<file path="config.mk">
export PLATFORM = sky130hd
export DESIGN_NAME = gapb4_regs_if_flat
export DESIGN_NICKNAME = d
export VERILOG_FILES = /design/src/rtl/gapb4_regs_if_pkg.sv /design/src/rtl/gapb4_regs_if_if.sv /design/src/rtl/gapb4_regs_if_gmux.sv /design/src/rtl/gapb4_regs_if.sv /design/src/flat_wrapper.sv
export SDC_FILE = /design/constraint.sdc
export NUM_CORES = 1
export LEC_CHECK = 0
export CAP_MARGIN = 20
export CORE_AREA = 2 2 152 154
export CTS_BUF_LIST = sky130_fd_sc_hd__clkbuf_4 sky130_fd_sc_hd__clkbuf_8
export DETAILED_ROUTE_END_ITERATION = 7
export DIE_AREA = 0 0 154 156
export HOLD_SLACK_MARGIN = 0.1
export PLACE_DENSITY = 0.67
export SYNTH_ARGS = -nofsm -noshare
export SYNTH_HDL_FRONTEND = slang
export SYNTH_SLANG_ARGS = --single-unit
export TNS_END_PERCENT = 100
</file>
<file path="constraint.sdc">
create_clock -name pclk -period 6.65 [get_ports pclk]
set_input_delay 1.995 -clock pclk [delete_from_list [all_inputs] [get_ports pclk]]
set_output_delay 1.995 -clock pclk [all_outputs]
set_load 0.005 [all_outputs]
</file>
<file path="src/rtl/gapb4_regs_if_pkg.sv">
// gapb4_regs_if_pkg: shared FSM encoding and counter width for the APB register front-end
package gapb4_regs_if_pkg;
  typedef enum logic [1:0] {
    IDLE = 2'd0,
    WAIT = 2'd1,
    DONE = 2'd2
  } state_t;
  localparam int CNT_W = 4;
endpackage

</file>
<file path="src/rtl/gapb4_regs_if_if.sv">
// gapb4_regs_if_if: APB4 bus bundle with bridge-side and register-block-side views
interface gapb4_regs_if_if #(
  parameter int ADDR_W = 6,
  parameter int DATA_W = 32
);
  logic                  psel;
  logic                  penable;
  logic                  pwrite;
  logic [ADDR_W-1:0]     paddr;
  logic [DATA_W-1:0]     pwdata;
  logic [DATA_W/8-1:0]   pstrb;
  logic [DATA_W-1:0]     prdata;
  logic                  pready;
  logic                  pslverr;
  modport master (
    output psel, penable, pwrite, paddr, pwdata, pstrb,
    input  prdata, pready, pslverr
  );
  modport slave (
    input  psel, penable, pwrite, paddr, pwdata, pstrb,
    output prdata, pready, pslverr
  );
endinterface

</file>
<file path="src/rtl/gapb4_regs_if_gmux.sv">
// gmux_one_hot_cfg: AND-OR read mux over N words selected by a one-hot vector
module gmux_one_hot_cfg #(
  parameter int DATA_W = 32,
  parameter int N = 8
) (
  input  logic [N-1:0]        sel,
  input  logic [DATA_W*N-1:0] din,
  output logic [DATA_W-1:0]   dout
);
  always_comb begin
    dout = '0;
    for (int i = 0; i < N; i++) dout = dout | (din[i*DATA_W +: DATA_W] & {DATA_W{sel[i]}});
  end
endmodule

</file>
<file path="src/rtl/gapb4_regs_if.sv">
// gapb4_regs_if: APB4 slave front-end decoding per-register strobes, wait states and error response
module gapb4_regs_if
  import gapb4_regs_if_pkg::*;
#(
  parameter int                 REG_NUM  = 8,
  parameter int                 DATA_W   = 32,
  parameter int                 ADDR_W   = 6,
  parameter int                 WAIT_CYC = 0,
  parameter logic [REG_NUM-1:0] RO_MASK  = '0,
  parameter bit                 ERR_EN   = 1'b1
) (
  input  logic                      pclk,
  input  logic                      rst,
  gapb4_regs_if_if.slave            apb,
  input  logic [DATA_W*REG_NUM-1:0] regs_port,
  output logic [REG_NUM-1:0]        reg_wr_en,
  output logic [DATA_W/8-1:0]       reg_wr_strb,
  output logic [DATA_W-1:0]         reg_wr_data,
  output logic [REG_NUM-1:0]        reg_rd_en
);
  localparam int STRB_W = DATA_W / 8;
  localparam int LSB    = $clog2(STRB_W);
  localparam int IDX_W  = ADDR_W - LSB;
  state_t              state, next;
  logic [CNT_W-1:0]    cnt;
  logic [IDX_W-1:0]    idx_q, idx;
  logic                wr_q, wr;
  logic [DATA_W-1:0]   wdata_q, wdata;
  logic [STRB_W-1:0]   strb_q, strb;
  logic                setup, err, acc;
  logic [REG_NUM-1:0]  sel;
  logic [DATA_W-1:0]   rdata;
  logic                pready_d, pslverr_d;
  logic [REG_NUM-1:0]  wr_en_d, rd_en_d;
  logic [STRB_W-1:0]   wr_strb_d;
  logic [DATA_W-1:0]   wr_data_d, prdata_d;
  assign setup = apb.psel & ~apb.penable;
  // In IDLE the live bus is decoded so the zero-wait case can enter DONE straight from setup
  assign idx   = state == IDLE ? IDX_W'(apb.paddr >> LSB) : idx_q;
  assign wr    = state == IDLE ? apb.pwrite : wr_q;
  assign wdata = state == IDLE ? apb.pwdata : wdata_q;
  assign strb  = state == IDLE ? apb.pstrb : strb_q;
  always_comb begin
    sel = '0;
    for (int i = 0; i < REG_NUM; i++) sel[i] = 32'(idx) == i;
  end
  assign err = ~|sel | (wr & |(sel & RO_MASK));
  gmux_one_hot_cfg #(.DATA_W(DATA_W), .N(REG_NUM)) u_mux (
    .sel  (sel),
    .din  (regs_port),
    .dout (rdata)
  );
  always_ff @(posedge pclk or posedge rst)
    if (rst) begin
      state   <= IDLE;
      cnt     <= '0;
      idx_q   <= '0;
      wr_q    <= 1'b0;
      wdata_q <= '0;
      strb_q  <= '0;
    end else begin
      state <= next;
      if (state == IDLE && setup) begin
        cnt     <= CNT_W'(WAIT_CYC);
        idx_q   <= idx;
        wr_q    <= wr;
        wdata_q <= wdata;
        strb_q  <= strb;
      end else if (state == WAIT) cnt <= cnt - 1'b1;
    end
  always_comb begin
    next = state == IDLE ? (setup ? (WAIT_CYC == 0 ? DONE : WAIT) : IDLE)
         : state == WAIT ? (!apb.psel ? IDLE : cnt == CNT_W'(1) ? DONE : WAIT)
         : IDLE;
  end
  // Disabled errors still suppress the access; only the pslverr flag is dropped
  always_comb begin
    pready_d  = next == DONE;
    acc       = pready_d & ~err;
    pslverr_d = pready_d & err & ERR_EN;
    wr_en_d   = {REG_NUM{acc & wr}} & sel;
    rd_en_d   = {REG_NUM{acc & ~wr}} & sel;
    wr_strb_d = (acc & wr) ? strb : '0;
    wr_data_d = (acc & wr) ? wdata : '0;
    prdata_d  = (acc & ~wr) ? rdata : '0;
  end
  always_ff @(posedge pclk or posedge rst)
    if (rst) begin
      apb.pready   <= 1'b0;
      apb.pslverr  <= 1'b0;
      apb.prdata   <= '0;
      reg_wr_en    <= '0;
      reg_rd_en    <= '0;
      reg_wr_strb  <= '0;
      reg_wr_data  <= '0;
    end else begin
      apb.pready   <= pready_d;
      apb.pslverr  <= pslverr_d;
      reg_wr_en    <= wr_en_d;
      reg_rd_en    <= rd_en_d;
      reg_wr_strb  <= wr_strb_d;
      reg_wr_data  <= wr_data_d;
      if (pready_d) apb.prdata <= prdata_d;
    end
endmodule

</file>
<file path="src/flat_wrapper.sv">
// flat-port wrapper written by rule: the top's interface ports become plain ports
module gapb4_regs_if_flat import gapb4_regs_if_pkg::*;
#(
  parameter int                 REG_NUM  = 8,
  parameter int                 DATA_W   = 32,
  parameter int                 ADDR_W   = 6,
  parameter int                 WAIT_CYC = 0,
  parameter logic [REG_NUM-1:0] RO_MASK  = '0,
  parameter bit                 ERR_EN   = 1'b1
)
  (pclk, rst, regs_port, reg_wr_en, reg_wr_strb, reg_wr_data, reg_rd_en, apb_psel, apb_penable, apb_pwrite, apb_paddr, apb_pwdata, apb_pstrb, apb_prdata, apb_pready, apb_pslverr);
  gapb4_regs_if_if #(.ADDR_W(ADDR_W), .DATA_W(DATA_W)) apb_i ();
  input  logic pclk;
  input  logic rst;
  input  logic [DATA_W*REG_NUM-1:0] regs_port;
  output logic [REG_NUM-1:0] reg_wr_en;
  output logic [DATA_W/8-1:0] reg_wr_strb;
  output logic [DATA_W-1:0] reg_wr_data;
  output logic [REG_NUM-1:0] reg_rd_en;
  input wire logic [$bits(apb_i.psel)-1:0] apb_psel;
  input wire logic [$bits(apb_i.penable)-1:0] apb_penable;
  input wire logic [$bits(apb_i.pwrite)-1:0] apb_pwrite;
  input wire logic [$bits(apb_i.paddr)-1:0] apb_paddr;
  input wire logic [$bits(apb_i.pwdata)-1:0] apb_pwdata;
  input wire logic [$bits(apb_i.pstrb)-1:0] apb_pstrb;
  output wire logic [$bits(apb_i.prdata)-1:0] apb_prdata;
  output wire logic [$bits(apb_i.pready)-1:0] apb_pready;
  output wire logic [$bits(apb_i.pslverr)-1:0] apb_pslverr;
  assign apb_i.psel = apb_psel;
  assign apb_i.penable = apb_penable;
  assign apb_i.pwrite = apb_pwrite;
  assign apb_i.paddr = apb_paddr;
  assign apb_i.pwdata = apb_pwdata;
  assign apb_i.pstrb = apb_pstrb;
  assign apb_prdata = apb_i.prdata;
  assign apb_pready = apb_i.pready;
  assign apb_pslverr = apb_i.pslverr;
  gapb4_regs_if #(.REG_NUM(REG_NUM), .DATA_W(DATA_W), .ADDR_W(ADDR_W), .WAIT_CYC(WAIT_CYC), .RO_MASK(RO_MASK), .ERR_EN(ERR_EN)) u_core (.pclk(pclk), .rst(rst), .apb(apb_i), .regs_port(regs_port), .reg_wr_en(reg_wr_en), .reg_wr_strb(reg_wr_strb), .reg_wr_data(reg_wr_data), .reg_rd_en(reg_rd_en));
endmodule
</file>
Yosys cells after proc, flatten, opt, wreduce, memory -nomap -nowiden --
Index checks and enable logic that the tools add are counted.
Cells by class: add/sub/neg operators 1, equal/unequal tests 10, mux-type cells 14, bitwise logic cells 24, reduce and logical (&&, ||, !) cells 6
Operators by type and width (number):
- $and 32x32->32 | 8
- $or 32x32->32 | 7
- $mux 32 | 3
- $mux 4 | 5
- $and 8x8->8 | 2
- $eq 4x3->1 const B | 4
- $mux 2 | 5
- $eq 4x1->1 const B | 2
- $eq 4x2->1 const B | 2
- $reduce_or 8->1 | 1
- $and 1x1->1 | 5
- $logic_not 4->1 | 1
- $sub 4x1->4 const B | 1
- $eq 2x1->1 const B | 1
- $eq 2x2->1 const B | 1
- $logic_not 2->1 | 1
- $not 1->1 | 2
- $reduce_bool 2->1 | 1
- $logic_and 1x1->1 | 1
- $logic_not 1->1 | 1
- $mux 1 | 1
Storage, ports and cells: register bits 133, input port bits 303

Depth between registers and ports, before layout --
depth after elaboration 12, depth in mapped cells 9

Modules after synthesis --
From an unflattened synthesis, not the netlist that was laid out.
Second synthesis, totals: cells, all modules 726, area, all modules 7065.5 um2
Modules (own cells, without submodules):
- gapb4_regs_if | instances 1, cells an instance 542, area each 5746.8 um2, sequential area each 3328.2 um2
- gmux_one_hot_cfg | instances 1, cells an instance 184, area each 1318.8 um2, sequential area each 0.0 um2

Least setup slack after synthesis --
Ideal clock, no wire load.
path type input to register, from input apb_penable, to register u_core.apb.prdata[0], arrival 3.587 ns, path slack 2.996 ns, stages on the path 7, buffers on the path 2, cell sequence nor4b_2 a31oi_1 or4b_1 buf_2 buf_4 a221oi_2 a221o_1
On the way: longest elaborated chain between the ends 8
RTL lines:
- from (decl) | line flat_wrapper.sv:21 | input wire logic [$bits(apb_i.penable)-1:0] apb_penable;
- $not 1->1 (*) | line gapb4_regs_if.sv:37 | assign setup = apb.psel & ~apb.penable;
- $and 1x1->1 (*) | line gapb4_regs_if.sv:37
- $mux 2 (*) (2 in a row) | line gapb4_regs_if.sv:72 | next = state == IDLE ? (setup ? (WAIT_CYC == 0 ? DONE : WAIT) : IDLE)
- $eq 2x2->1 (*) | line gapb4_regs_if.sv:78 | pready_d = next == DONE;
- $and 1x1->1 | line gapb4_regs_if.sv:79 | acc = pready_d & ~err;
- $and 1x1->1 | line gapb4_regs_if.sv:85 | prdata_d = (acc & ~wr) ? rdata : '0;
- $mux 32 | line gapb4_regs_if.sv:85
- to (signal assigned) | line gapb4_regs_if.sv:103 | if (pready_d) apb.prdata <= prdata_d;
- to (decl) | line gapb4_regs_if_if.sv:21 | output prdata, pready, pslverr
Every way passes the cells marked *; elsewhere a longest branch is shown, timed or not. A chain may end at the register's enable or synchronous reset.

Worst setup path after layout --
from input apb_psel, to register u_core.apb.prdata[28]
On the way: longest elaborated chain between the ends 7, elaborated cells between the ends (all ways) 9
RTL lines:
- from (decl) | line flat_wrapper.sv:20 | input wire logic [$bits(apb_i.psel)-1:0] apb_psel;
- $mux 2 / $and 1x1->1 (equally long branches) | line gapb4_regs_if.sv:73, gapb4_regs_if.sv:37
- $mux 2, on equally long branches | line gapb4_regs_if.sv:73, gapb4_regs_if.sv:72
- $mux 2 (*) | line gapb4_regs_if.sv:72
- $eq 2x2->1 (*) | line gapb4_regs_if.sv:78
- $and 1x1->1 | line gapb4_regs_if.sv:79
- $and 1x1->1 | line gapb4_regs_if.sv:85
- $mux 32 | line gapb4_regs_if.sv:85
Marks and branches as above.

==> flow_summary.toml <==
[setup_path]
cpLargestDelayFamily = "simple AND/OR/NAND/NOR gates"
required_ns = 7.02
crit_path_end_kind = "flop"
crit_arrival_ns = 4.64
worst-path-max-fanout = 36
crit_buf_inv = 2
crit_path_top_delay_cell = "or4b_2"
critPathKind = "in2reg"
cp-start-kind = "primary input"
crit_path_max_incr_delay_ns = 0.75
worstPathCellList = "clkdlybuf4s50_1 > nor4b_4 > a31oi_4 > or4b_2 > buf_4 > a221oi_1 > a221o_1"

[timing]
timing_hold_violations_final = 0
setup_viol = 0
drv_slew = 0
fin_skew_ns = 0.0175
final_period_minus_worst_setup_slack_ns = 4.27
worstMarginPinSlew_ns = 1.02
max_freq_mhz = 234
timing.final.crit_share_pct = 64.2
relSlewSlack_pct = 32.1
tns_ns = 0
rsz_0062_raised_after_global_routing = "false"

[final_layout]
post_route_cells_drive_above_1_share_pct = 15.3
finalCoreUtilization_pct = 51.5
final_cell_area_um2 = 11500
layout_stage_area_growth_over_the_synthesis_result_pct = 65.2
final-instance-count-excl-fill = 1291
nets = 1292

[logic_synthesis]
synth_seq_cells = 133
synthCells = 629
mean_cell_area_of_the_mapped_netlist_um2 = 11.1
synthDominantAreaCellType = "dfrtp_1"
ys_seq_area_share_pct = 47.8
synthTopCellsByArea = "dfrtp_1, mux4_2, nand2_1"
mappedNetlistArea_um2 = 6970
synth_cell_types = 36
ys.flop_type = "dfrtp_1"
synth_edf_count = 0
syn-num-nets = 934
yosys_warnings = 0
synth.top_cell.area_share_pct = 47.8
asyncSetResetFlopFracSynth_pct = 100

[floorplan]
dieArea_um2 = 24000
initial_core_utilization_pct = 31.1
floorplan.die.width_um = 154
io_pins = 389
placement_rows = 55
die_height_um = 156
placeableCoreArea_um2 = 22400

[clocking]
numClockSinks = 133
ctsRootBufferMaster = "clkbuf_8"
cts_setup_buffers = 0
cts_repair_resize_count = 0
tritoncts_clock_tree = "done"
htree_num_levels = 4
clock_insertion_delay_worst_skew_ns = 0.44
cts_buffer_depth = 2
cts.clk_slew.worst_paths_ns = 0.08
cts_inserted_buffers = 17
cts.hold.buffers_added = 0

[placed_design]
final_weighted_congestion_in_routability_driven_placement = 0.821
dp_hpwl_um = 18900
numPlacedInstances = 1253
port_buffers = 386
dpl_cell_area_um2 = 11100

[run_status]
failed_checks = "design-rule violations"
status = "complete, but fails checks"

[drt]
firstDrtPassIters = 6
route.detailed.vias_per_inst = 5.10
antenna_left = 0
drt_wl_total_um = 26200
drt_first_iter_violations = 326
drc = 2
routed-via-count = 6590
wire_per_inst_um = 20.3

[min_path]
hold_class = "reg2reg"

[pwr]
static-leakage-power_nw = 4.73
power_density_nw_per_um2 = 194
vdd_ir_drop_max_uv = 130

[run]
cap_viol_max_count = 0

[grt]
grt_first_pass_wirelength_um = 39800
grt_remaining_overflow = 0
antenna_found_initial = 10
via_count_of_the_first_global_routing_pass = 6790
grt_start_max_net_pins = 101
grt_usage_pct = 21.5
final cells by class:
class,count,area (um2)
well taps,285,357
clock inverters,14,199
flip-flops and latches,133,3330
multi-input cells,428,3380
repair buffers,399,3960
diodes,7,17.5
fillers,1997,10900
clock buffers,17,234
inverters,8,35.0
path summary, 6_finish.rpt:
path | start | to | cells past startpoint | slack [ns]
worst max-delay path | apb_psel | u_core.apb.prdata[28]$_DFFE_PP0P_ | 7 | 2.38
max in group asynchronous | rst | u_core.reg_wr_data[8]$_DFF_PP0_ | 3 | 3.47
worst max register to register | u_core.state[0]$_DFF_PP0_ | u_core.apb.prdata[2]$_DFFE_PP0P_ | 6 | 3.30
min in group asynchronous | rst | u_core.apb.prdata[2]$_DFFE_PP0P_ | 2 | 2.15
worst min register to register | u_core.wr_q$_DFFE_PP0P_ | u_core.wr_q$_DFFE_PP0P_ | 1 | 0.51
worst min-delay path | u_core.wr_q$_DFFE_PP0P_ | u_core.wr_q$_DFFE_PP0P_ | 1 | 0.51
stage by stage:
stage               power [W]  setup slack (ns)  hold WS (ns)
floorplan             0.00119              1.10         0.477
global placement      0.00149              1.95         0.485
detailed placement    0.00150              1.93         0.496
CTS                   0.00226              2.41         0.513
global route          0.00235              2.27         0.525
finish                0.00223              2.38         0.509
cells in the final DEF, fill, tap and decap left out, types with 3 or more instances in the layout:
cell	n
inv_6	5
nand3b_1	3
diode_2	7
dfrtp_1	133
nor4_1	5
a221oi_2	26
mux4_2	32
bufinv_16	4
and3_1	4
clkdlybuf4s50_1	386
mux2_2	40
nor2_1	6
a221o_1	32
nor3_1	9
a221oi_1	6
a21oi_1	103
clkinv_4	3
inv_1	7
nand2_1	138
buf_4	13
clkbuf_8	17
logic make-up (layout without fill, tap and decap cells):
logic type	Yosys count	in the layout	share of synthesized area, %
AOI/OAI and AO/OA	172	172	18.8
xor gates and xnor gates	1	1	0.126
adders and majority gates	2	2	0.359
buffers and inverters	68	438	4.51
DFF	133	133	47.8
muxes	78	78	17.8
other	0	7	0
and+or+nand+nor	175	175	10.6
power breakdown:
group	switching [W]	internal (W)	leakage, nW
registers	0.0000374	0.000877	1.75
clock network	0.000344	0.000412	0.217
logic	0.000229	0.000333	2.75
total	0.000611	0.00162	4.73
layer usage:
layer / track usage [%] / part of all wire [%]
met1: 27.0 / 40
met2: 35.3 / 50
met3: 8.19 / 8.9
met4: 5.38 / 1.3
met5: 0 / 0.17
Yosys cell counts, types with 2 or more instances:
library cell  count
a221o_1          32
a221oi_2         26
mux2i_1           4
clkbuf_1         47
nor2_1            7
inv_1             8
nor4_1            5
nand3b_1          3
ha_1              2
nor3_1            9
buf_6             7
and3_1            4
a221oi_1          6
buf_2             2
mux2_2           41
dfrtp_1         133
nand2_1         138
buf_1             3
nand2b_1          2
a21oi_1         103
mux4_2           32
flip-flops by register name, summed over array words and instances, names as in the netlist:
register,cells
u_core.cnt,4
u_core.reg_wr_data,32
u_core.apb.pslverr,1
u_core.reg_wr_strb,4
u_core.wdata_q,32
u_core.apb.prdata,32
u_core.reg_rd_en,8
u_core.wr_q,1
u_core.apb.pready,1
u_core.idx_q,4
u_core.state,2
u_core.reg_wr_en,8
u_core.strb_q,4
Power figures use the tool's default switching activity.
